**config.mk**
```make
export PLATFORM = sky130hd
export DESIGN_NAME = ct_f_spsram_4096x84_ctrl
export DESIGN_NICKNAME = d
export VERILOG_FILES = /design/src/rtl/ct_f_spsram_4096x84_ctrl.sv
export SDC_FILE = /design/constraint.sdc
export NUM_CORES = 1
export LEC_CHECK = 0
export ABC_CLOCK_PERIOD_IN_PS = 2100
export CELL_PAD_IN_SITES_DETAIL_PLACEMENT = 0
export CELL_PAD_IN_SITES_GLOBAL_PLACEMENT = 2
export CORE_AREA = 2 2 282 284
export DETAILED_ROUTE_END_ITERATION = 6
export DIE_AREA = 0 0 284 286
export PLACE_DENSITY_LB_ADDON = 0.12
export SYNTH_ARGS = -nofsm -noshare
export SYNTH_HDL_FRONTEND = slang
export SYNTH_SLANG_ARGS = --single-unit
```
**constraint.sdc**
```tcl
create_clock -name CLK -period 2.1 [get_ports CLK]
set_input_delay 0.42 -clock CLK [delete_from_list [all_inputs] [get_ports CLK]]
set_output_delay 0.42 -clock CLK [all_outputs]
set_load 0.02 [all_outputs]
```
**src/rtl/ct_f_spsram_4096x84_ctrl.sv**
```systemverilog
// ---------------------------------------------------------------------------
// ct_f_spsram_4096x84_ctrl
// Access controller for a single-port SRAM macro (2^ADDR_WIDTH x DATA_WIDTH).
// After reset it optionally zero-fills every entry, then shares the single
// port between two requesters with round-robin arbitration.
//
// Ports:
//   CLK, RST            clock shared with the macro; synchronous active-high reset
//   reqN_vld/wr/addr    requester N access request (N = 0, 1); wr=1 is a write
//   reqN_wdata/wmask    write data and active-high per-bit write enable
//   reqN_gnt            request N accepted this cycle (combinational)
//   rsp_vld/rsp_id      read response valid (registered) and issuing requester
//   rsp_data            read data, passed straight through from Q
//   init_done           zero-fill complete; requests are being arbitrated
//   A/CEN/GWEN/WEN/D    macro address, active-low enables and write data
//   Q                   macro read data
// ---------------------------------------------------------------------------
module ct_f_spsram_4096x84_ctrl #(
  parameter int ADDR_WIDTH = 12,
  parameter int DATA_WIDTH = 84,
  parameter bit INIT_EN    = 1'b1
) (
  input  logic                  CLK,
  input  logic                  RST,
  input  logic                  req0_vld,
  input  logic                  req0_wr,
  input  logic [ADDR_WIDTH-1:0] req0_addr,
  input  logic [DATA_WIDTH-1:0] req0_wdata,
  input  logic [DATA_WIDTH-1:0] req0_wmask,
  output logic                  req0_gnt,
  input  logic                  req1_vld,
  input  logic                  req1_wr,
  input  logic [ADDR_WIDTH-1:0] req1_addr,
  input  logic [DATA_WIDTH-1:0] req1_wdata,
  input  logic [DATA_WIDTH-1:0] req1_wmask,
  output logic                  req1_gnt,
  output logic                  rsp_vld,
  output logic                  rsp_id,
  output logic [DATA_WIDTH-1:0] rsp_data,
  output logic                  init_done,
  output logic [ADDR_WIDTH-1:0] A,
  output logic                  CEN,
  output logic                  GWEN,
  output logic [DATA_WIDTH-1:0] WEN,
  output logic [DATA_WIDTH-1:0] D,
  input  logic [DATA_WIDTH-1:0] Q
);

  typedef enum logic {
    ST_INIT = 1'b0,
    ST_RUN  = 1'b1
  } state_t;

  localparam logic [ADDR_WIDTH-1:0] ADDR_ZERO = {ADDR_WIDTH{1'b0}};
  localparam logic [ADDR_WIDTH-1:0] ADDR_LAST = {ADDR_WIDTH{1'b1}};
  localparam logic [ADDR_WIDTH-1:0] ADDR_ONE  = {{(ADDR_WIDTH-1){1'b0}}, 1'b1};
  localparam logic [DATA_WIDTH-1:0] DATA_ZERO = {DATA_WIDTH{1'b0}};
  localparam logic [DATA_WIDTH-1:0] DATA_ONES = {DATA_WIDTH{1'b1}};

  state_t                  state_q, state_d;
  logic [ADDR_WIDTH-1:0]   cnt_q, cnt_d;
  // rr_q names the requester that wins the next contended cycle.
  logic                    rr_q, rr_d;
  logic                    rsp_vld_q, rsp_vld_d;
  logic                    rsp_id_q, rsp_id_d;
  logic                    init_done_q, init_done_d;

  logic                    gnt0, gnt1, pick1;
  logic                    sel_wr;
  logic [ADDR_WIDTH-1:0]   sel_addr;
  logic [DATA_WIDTH-1:0]   sel_wdata, sel_wmask;
  logic [ADDR_WIDTH-1:0]   a_s;
  logic                    cen_s, gwen_s;
  logic [DATA_WIDTH-1:0]   wen_s, d_s;

  // Requester 1 wins if it alone is valid, or both are valid and it holds priority.
  always_comb begin
    pick1     = req1_vld & (~req0_vld | rr_q);
    sel_wr    = pick1 ? req1_wr    : req0_wr;
    sel_addr  = pick1 ? req1_addr  : req0_addr;
    sel_wdata = pick1 ? req1_wdata : req0_wdata;
    sel_wmask = pick1 ? req1_wmask : req0_wmask;
  end

  // Next-state, grant and macro pin generation.
  always_comb begin
    state_d     = state_q;
    cnt_d       = cnt_q;
    rr_d        = rr_q;
    rsp_vld_d   = 1'b0;
    rsp_id_d    = rsp_id_q;
    init_done_d = init_done_q;
    gnt0        = 1'b0;
    gnt1        = 1'b0;
    a_s         = ADDR_ZERO;
    cen_s       = 1'b1;
    gwen_s      = 1'b1;
    wen_s       = DATA_ONES;
    d_s         = DATA_ZERO;

    if (RST) begin
      // Pins stay idle while reset is held; the sweep restarts from address 0.
      state_d     = INIT_EN ? ST_INIT : ST_RUN;
      cnt_d       = ADDR_ZERO;
      rr_d        = 1'b0;
      init_done_d = 1'b0;
    end else begin
      case (state_q)
        ST_INIT: begin
          a_s    = cnt_q;
          cen_s  = 1'b0;
          gwen_s = 1'b0;
          wen_s  = DATA_ZERO;
          d_s    = DATA_ZERO;
          cnt_d  = cnt_q + ADDR_ONE;
          if (cnt_q == ADDR_LAST) begin
            state_d     = ST_RUN;
            init_done_d = 1'b1;
          end else begin
            state_d     = ST_INIT;
          end
        end
        ST_RUN: begin
          init_done_d = 1'b1;
          // init_done_q gates arbitration so grants never precede init_done.
          if (init_done_q && (req0_vld || req1_vld)) begin
            gnt0   = ~pick1;
            gnt1   = pick1;
            rr_d   = ~pick1;
            a_s    = sel_addr;
            cen_s  = 1'b0;
            if (sel_wr) begin
              gwen_s = 1'b0;
              wen_s  = ~sel_wmask;
              d_s    = sel_wdata;
            end else begin
              rsp_vld_d = 1'b1;
              rsp_id_d  = pick1;
            end
          end else begin
            rr_d = rr_q;
          end
        end
        default: begin
          state_d     = ST_INIT;
          cnt_d       = ADDR_ZERO;
          init_done_d = 1'b0;
        end
      endcase
    end
  end

  // State, counter, arbitration pointer and response registers.
  always_ff @(posedge CLK) begin
    if (RST) begin
      state_q     <= INIT_EN ? ST_INIT : ST_RUN;
      cnt_q       <= ADDR_ZERO;
      rr_q        <= 1'b0;
      rsp_vld_q   <= 1'b0;
      rsp_id_q    <= 1'b0;
      init_done_q <= 1'b0;
    end else begin
      state_q     <= state_d;
      cnt_q       <= cnt_d;
      rr_q        <= rr_d;
      rsp_vld_q   <= rsp_vld_d;
      rsp_id_q    <= rsp_id_d;
      init_done_q <= init_done_d;
    end
  end

  assign req0_gnt  = gnt0;
  assign req1_gnt  = gnt1;
  assign rsp_vld   = rsp_vld_q;
  assign rsp_id    = rsp_id_q;
  assign rsp_data  = Q;
  assign init_done = init_done_q;
  assign A         = a_s;
  assign CEN       = cen_s;
  assign GWEN      = gwen_s;
  assign WEN       = wen_s;
  assign D         = d_s;

endmodule

```
Yosys cells after proc, flatten, opt, wreduce, memory -nomap -nowiden:

Index checks and enable logic that the tools add are counted.
Widths: inputs -> output; s select.

* bitwise logic cells: 8
* $add $sub $neg: 1
* reductions and logical operators: 5
* mux-type cells: 32
* equal/unequal tests: 2

Operators by type and width (count)
* $mux 84: 8
* $pmux 84 s2: 2
* $not 84->84: 1
* $mux 12: 3
* $pmux 12 s2: 1
* $mux 1: 15
* $add 12x1->12 const B: 1
* $eq 12x12->1 const B: 1
* $pmux 1 s2: 3
* $not 1->1: 5
* $reduce_and 3->1: 1
* $reduce_or 3->1: 1
* $ne 2x2->1 const B: 1
* $reduce_and 2->1: 1
* $and 1x1->1: 1
* $logic_and 1x1->1: 1
* $logic_or 1x1->1: 1
* $or 1x1->1: 1

* register bits after elaboration: 17

Longest topological paths before layout:

* depth after elaboration: 9
* depth in mapped cells: 7

Worst setup path before layout:

Ideal clock, no wire load.

* path kind: input to output
* start: in req1_vld
* end: out A[0]
* required time: 1.680 ns
* arrival: 1.775 ns
* slack: -0.095 ns
* stages: 6
* cell sequence: buf_2 a21boi_2 and2_1 clkbuf_1 a221oi_1 nor3_1

* word-level cells in the longest chain between the ends: 5

Ends and longest elaborated chain
* start, declared: RTL line 31 `input logic req1_vld,`
* $and 1x1->1 or $logic_or 1x1->1 (tied branches): RTL line 78, 126
* $mux 12 or $logic_and 1x1->1 (tied branches): RTL line 80, 126
* $mux 12 (*): RTL line 126 `if (init_done_q && (req0_vld || req1_vld)) begin`
* $pmux 12 s2 (*): RTL line 108 `case (state_q)`
* $mux 12 (*): RTL line 101 `if (RST) begin`
* end, declared: RTL line 41 `output logic [ADDR_WIDTH-1:0] A,`

Mark *: on every way between the ends. The rest lies on a longest branch, timed or not.

Final worst setup path:

* start: reg rr_q
* end: out WEN[32]

* word-level cells in the longest chain between the ends: 8

Ends and longest elaborated chain
* start, declared: RTL line 63 `logic rr_q, rr_d;`
* start signal, assigned: RTL line 165 `rr_q <= rr_d;`
* $or 1x1->1 (*): RTL line 78 `pick1 = req1_vld & (~req0_vld | rr_q);`
* $and 1x1->1 (*): RTL line 78
* $mux 84: RTL line 82 `sel_wmask = pick1 ? req1_wmask : req0_wmask;`
* $not 84->84: RTL line 134 `wen_s = ~sel_wmask;`
* $mux 84 (*): RTL line 132 `if (sel_wr) begin`
* $mux 84 (*): RTL line 126
* $pmux 84 s2 (*): RTL line 108
* $mux 84 (*): RTL line 101
* end, declared: RTL line 44 `output logic [DATA_WIDTH-1:0] WEN,`

Marks and branches as above.

==> out/summary.md <==
Share of the clock period used by the worst path: 120%. For the worst flop-to-flop path, the logic depth is 5. The boundary pin count is 721. The final reports fail on negative setup slack. Dividing the detail-routed wire length by the instance count gives 19.8 um. The summed instance area of the synthesized netlist came out at 4550 sq um. The final layout contains routed wiring with a total length of 47000 um. The tools report the number of nets produced by synthesis as 1252.

The layer flagged by global routing as most heavily used is met2. Global routing used 10.8% of the available tracks across all layers. The met1 demand-to-capacity share in global routing came out at 11.6%. At the end of routability-driven placement, the weighted congestion stood at 0.794.

Timing analysis after detailed placement gives a worst setup slack of -1200 ps. Detailed routing inserted a total of 7732 vias. The half-perimeter wire length after placement is 37000 um. The root buffer cell chosen for the clock tree is sky130_fd_sc_hd__clkbuf_16. Entering global routing, the biggest net connects 66 pins.

The fraction of layout cells with a size suffix above 1 came out at 26.9%. Launch point of the critical path: rr_q$_SDFFE_PP0P_. 0 antenna diodes ended up in the layout. The post-synthesis sequential element count was 17.

The critical register-to-register path endpoint was cnt_q[11]$_SDFFE_PP0N_. The run gives 510 ps as the worst hold slack across all endpoints. The library cell used most frequently in the layout, excluding fill and tap cells, is sky130_fd_sc_hd__clkdlybuf4s50_1. Static timing analysis puts the maximum clock frequency at 398 MHz.

The number of DRC markers after the initial detailed-route iteration came out at 242. The tools report the start of the worst register-to-register path as state_q$_SDFF_PP0_. The arrival time at the worst endpoint is 2090 ps, and the final count of hold timing violations is 0. The critical path startpoint category is a flop. The count of nets left with antenna violations once routing finished came out at 0.

The area growth from synthesis to layout is 174%. In the global route stage, met2 resource usage came out at 20.2%. The endpoint of the worst setup timing path was WEN[32].

The part of the total power dissipated in combinational logic is 70.5%, and the die span in x is 284 um. Critical setup path kind: flop to output pin. Power comes to 2.46 mW. The logs give 16.0% for the power share of the clock group and 2372 for the post-route non-filler standard cell count.

Counting along the longest clock path gives a buffer depth of 2. The first detailed-routing pass ran for 4 iterations. For this design the total switching power over the nets is 0.830 mW.

In the layout the commonest cells are sky130_fd_sc_hd__clkdlybuf4s50_1, sky130_fd_sc_hd__nand2_1, sky130_fd_sc_hd__buf_6. The worst path needs 2510 ps of the cycle, external delays included. TritonCTS created 3 clock buffers.

For this run the aggregate overflow at the end of global routing stands at 0. The number of warnings reported in the yosys synthesis log was 0; the number of hold buffers added after CTS was 0. For this run, design rule violations remaining after detail routing come to 0.

The final number of setup-violating endpoints is 182. TritonCTS built the clock tree. The run finished, with violations left. The worst pin sits at a relative slew slack of 72.9%. For the worst setup path, the data required time is 1680 ps. The run gives 4.24% as the met3 layer usage reported by global route.

The core region is 78400 sq um. The number of standard cells after synthesis was 801. The max-capacitance violation count is 0, and the number of nets in the final layout is 1774. Clock-pin slew was measured on the worst setup and hold paths at 50 ps. The synthesized area per cell was 5.68 sq um. Across all register-to-register paths, the minimum setup slack is 510 ps. CTS saw 17 sinks. For the count of H-tree levels built during CTS, the log shows 1. The via count of the first global-routing pass came out at 8164. In this run the worst path has a maximum fanout of 12. The starting density of the core is 5.81%, and the number of cell rows is 103. The first global-routing pass estimated 64000 um of wire.

The clock reaches the later pin of the worst-skew pair after 250 ps. Of the total power, the share spent switching nets is 33.8%. Register share of total power: 13.5%. The worst clock skew was 1.88 ps; the design internal power was 1.63 mW.

After filler insertion, the fill cell instance count of the layout stands at 9106. Total leakage power: 4.91 nW. The count of buffers from port buffering came out at 552.

Setup repair after global routing could not meet its margin everywhere. The path category of the worst min-delay check is flop to flop. The overall die area was 81200 sq um; the transition time at the pin with the least slew margin was 406 ps.

For this run, the register share of the synthesized area comes to 7.48%. The count of cell types in the netlist is 37, and the per-cell via count in the routed design is 3.26. The number of pins exceeding their max-slew limit in the final report was 0.

Measured on the finished design, the core utilization comes to 15.9%. After detailed placement, the design holds a cell count of 2335. STA classifies the critical path endpoint as an output pin. The power density over the cells works out to 197 nW/um^2.

The number of antenna violations at the first check in global routing came out at 3. The final critical-path setup slack is -412 ps, and the die height is 286 um. For the maximum VDD drop, the log shows 0.216 mV.
-- worst min path at each step --
| stage | from | endpoint | slack [ps] | cells past startpoint |
|---|---|---|---|---|
| after floorplan | cnt_q[11]$_SDFFE_PP0N_ | init_done$_SDFFE_PP0P_ | 480 | 2 |
| after global placement | rsp_id$_SDFFE_PP0P_ | rsp_id$_SDFFE_PP0P_ | 500 | 2 |
| after detailed placement | rsp_id$_SDFFE_PP0P_ | rsp_id$_SDFFE_PP0P_ | 500 | 2 |
| after CTS | rsp_id$_SDFFE_PP0P_ | rsp_id$_SDFFE_PP0P_ | 510 | 2 |
| final | rsp_id$_SDFFE_PP0P_ | rsp_id$_SDFFE_PP0P_ | 510 | 2 |
| after global routing | rsp_id$_SDFFE_PP0P_ | rsp_id$_SDFFE_PP0P_ | 540 | 2 |
-- synth_stat cells --
master                     count  share of area, %
sky130_fd_sc_hd__ha_1          1              0.27
sky130_fd_sc_hd__a21oi_1      93                10
sky130_fd_sc_hd__a211o_1       1              0.19
sky130_fd_sc_hd__a32o_1        1              0.22
sky130_fd_sc_hd__nor2_1       22               1.8
sky130_fd_sc_hd__nor2b_1       1              0.14
sky130_fd_sc_hd__nand3_1       3              0.33
sky130_fd_sc_hd__nor4_1        3              0.41
sky130_fd_sc_hd__xor2_1        2              0.39
sky130_fd_sc_hd__nor3_1       13               1.4
sky130_fd_sc_hd__a22oi_1       2              0.33
sky130_fd_sc_hd__or3_1         3              0.41
sky130_fd_sc_hd__a21boi_2      1              0.25
sky130_fd_sc_hd__a221oi_1     10               1.9
sky130_fd_sc_hd__xnor2_1       6               1.2
sky130_fd_sc_hd__clkbuf_1     43               3.5
sky130_fd_sc_hd__o211ai_1      1              0.17
sky130_fd_sc_hd__buf_6         5               1.2
sky130_fd_sc_hd__a21o_1        1              0.17
sky130_fd_sc_hd__inv_1         2              0.17
sky130_fd_sc_hd__buf_2        34               3.7
sky130_fd_sc_hd__or2_2         1              0.14
sky130_fd_sc_hd__buf_1         1             0.082
sky130_fd_sc_hd__nand3b_1      2              0.33
sky130_fd_sc_hd__a311o_1      84                18
sky130_fd_sc_hd__a21oi_2       1              0.19
sky130_fd_sc_hd__dfxtp_1      17               7.5
sky130_fd_sc_hd__nand2b_1      2              0.27
sky130_fd_sc_hd__buf_4        85                14
sky130_fd_sc_hd__and3_1        1              0.14
sky130_fd_sc_hd__and2_1        2              0.27
sky130_fd_sc_hd__o21ai_0       8              0.88
sky130_fd_sc_hd__nand4_1       2              0.27
sky130_fd_sc_hd__nor3b_1       1              0.17
sky130_fd_sc_hd__a211oi_1      1              0.17
sky130_fd_sc_hd__mux2i_1       1              0.22
sky130_fd_sc_hd__nand2_1     344                28
-- per-stage QoR --
step	cell area, sq um	TNS, ps
after floorplan	4600	0
after global placement	11500	-187850
after detailed placement	11500	-187820
after CTS	12200	-64730
after global routing	12500	-70690
final	12500	-53850
-- cells by family after synthesis --
family	synth area share, %
xor+xnor	1.54
buf+inv	22.8
fa+ha+maj	0.275
compound gates	33.2
simple gates	34.5
flops	7.48
mux	0.220
-- worst max-delay path: stages, from the launching register on --
cell and delay [ps]:
sky130_fd_sc_hd__dfxtp_2 330, sky130_fd_sc_hd__nand2b_4 130, sky130_fd_sc_hd__buf_6 80, sky130_fd_sc_hd__a32o_2 220, sky130_fd_sc_hd__a21oi_4 70, sky130_fd_sc_hd__buf_12 140, sky130_fd_sc_hd__buf_16 150, sky130_fd_sc_hd__buf_12 140
sky130_fd_sc_hd__buf_16 140, sky130_fd_sc_hd__a311o_1 280, sky130_fd_sc_hd__buf_6 140
-- layout make-up --
type                    count  area [sq um]  area share [%]
multi-input cells         614          3470            27.8
repair buffers            685          7250            58.2
well taps                1050          1310            10.5
inverters                   2          7.51          0.0602
flip-flops and latches     17           345            2.77
clock buffers               4          78.8           0.633
-- sequential cells by signal (all words and copies together) (netlist names) --
name       cells
rsp_vld        1
rsp_id         1
state_q        1
cnt_q         12
rr_q           1
init_done      1
-- metal layers --
layer / vias to the layer above / routed length [um]
met2: 401 / 24000
met1: 3553 / 17600
met3: 42 / 4500
li1: 3730 / -
met5: - / 40
met4: 6 / 882
-- what timing repair did --
item,in CTS,in global routing
resized for setup,647,165
cloned,11,2
pin swaps,6,5
setup endpoints to repair,184,184
buffers inserted,16,6
-- power groups by stage --
| stage | clock network, mW | registers, mW | logic (mW) |
|---|---|---|---|
| floorplan | 0 | 0.340 | 0.719 |
| global placement | 0 | 0.340 | 1.67 |
| finish | 0.393 | 0.333 | 1.73 |
| detailed placement | 0 | 0.340 | 1.65 |
| global route | 0.431 | 0.333 | 1.87 |
| CTS | 0.419 | 0.333 | 1.75 |
(Power assumes the default switching activity.)
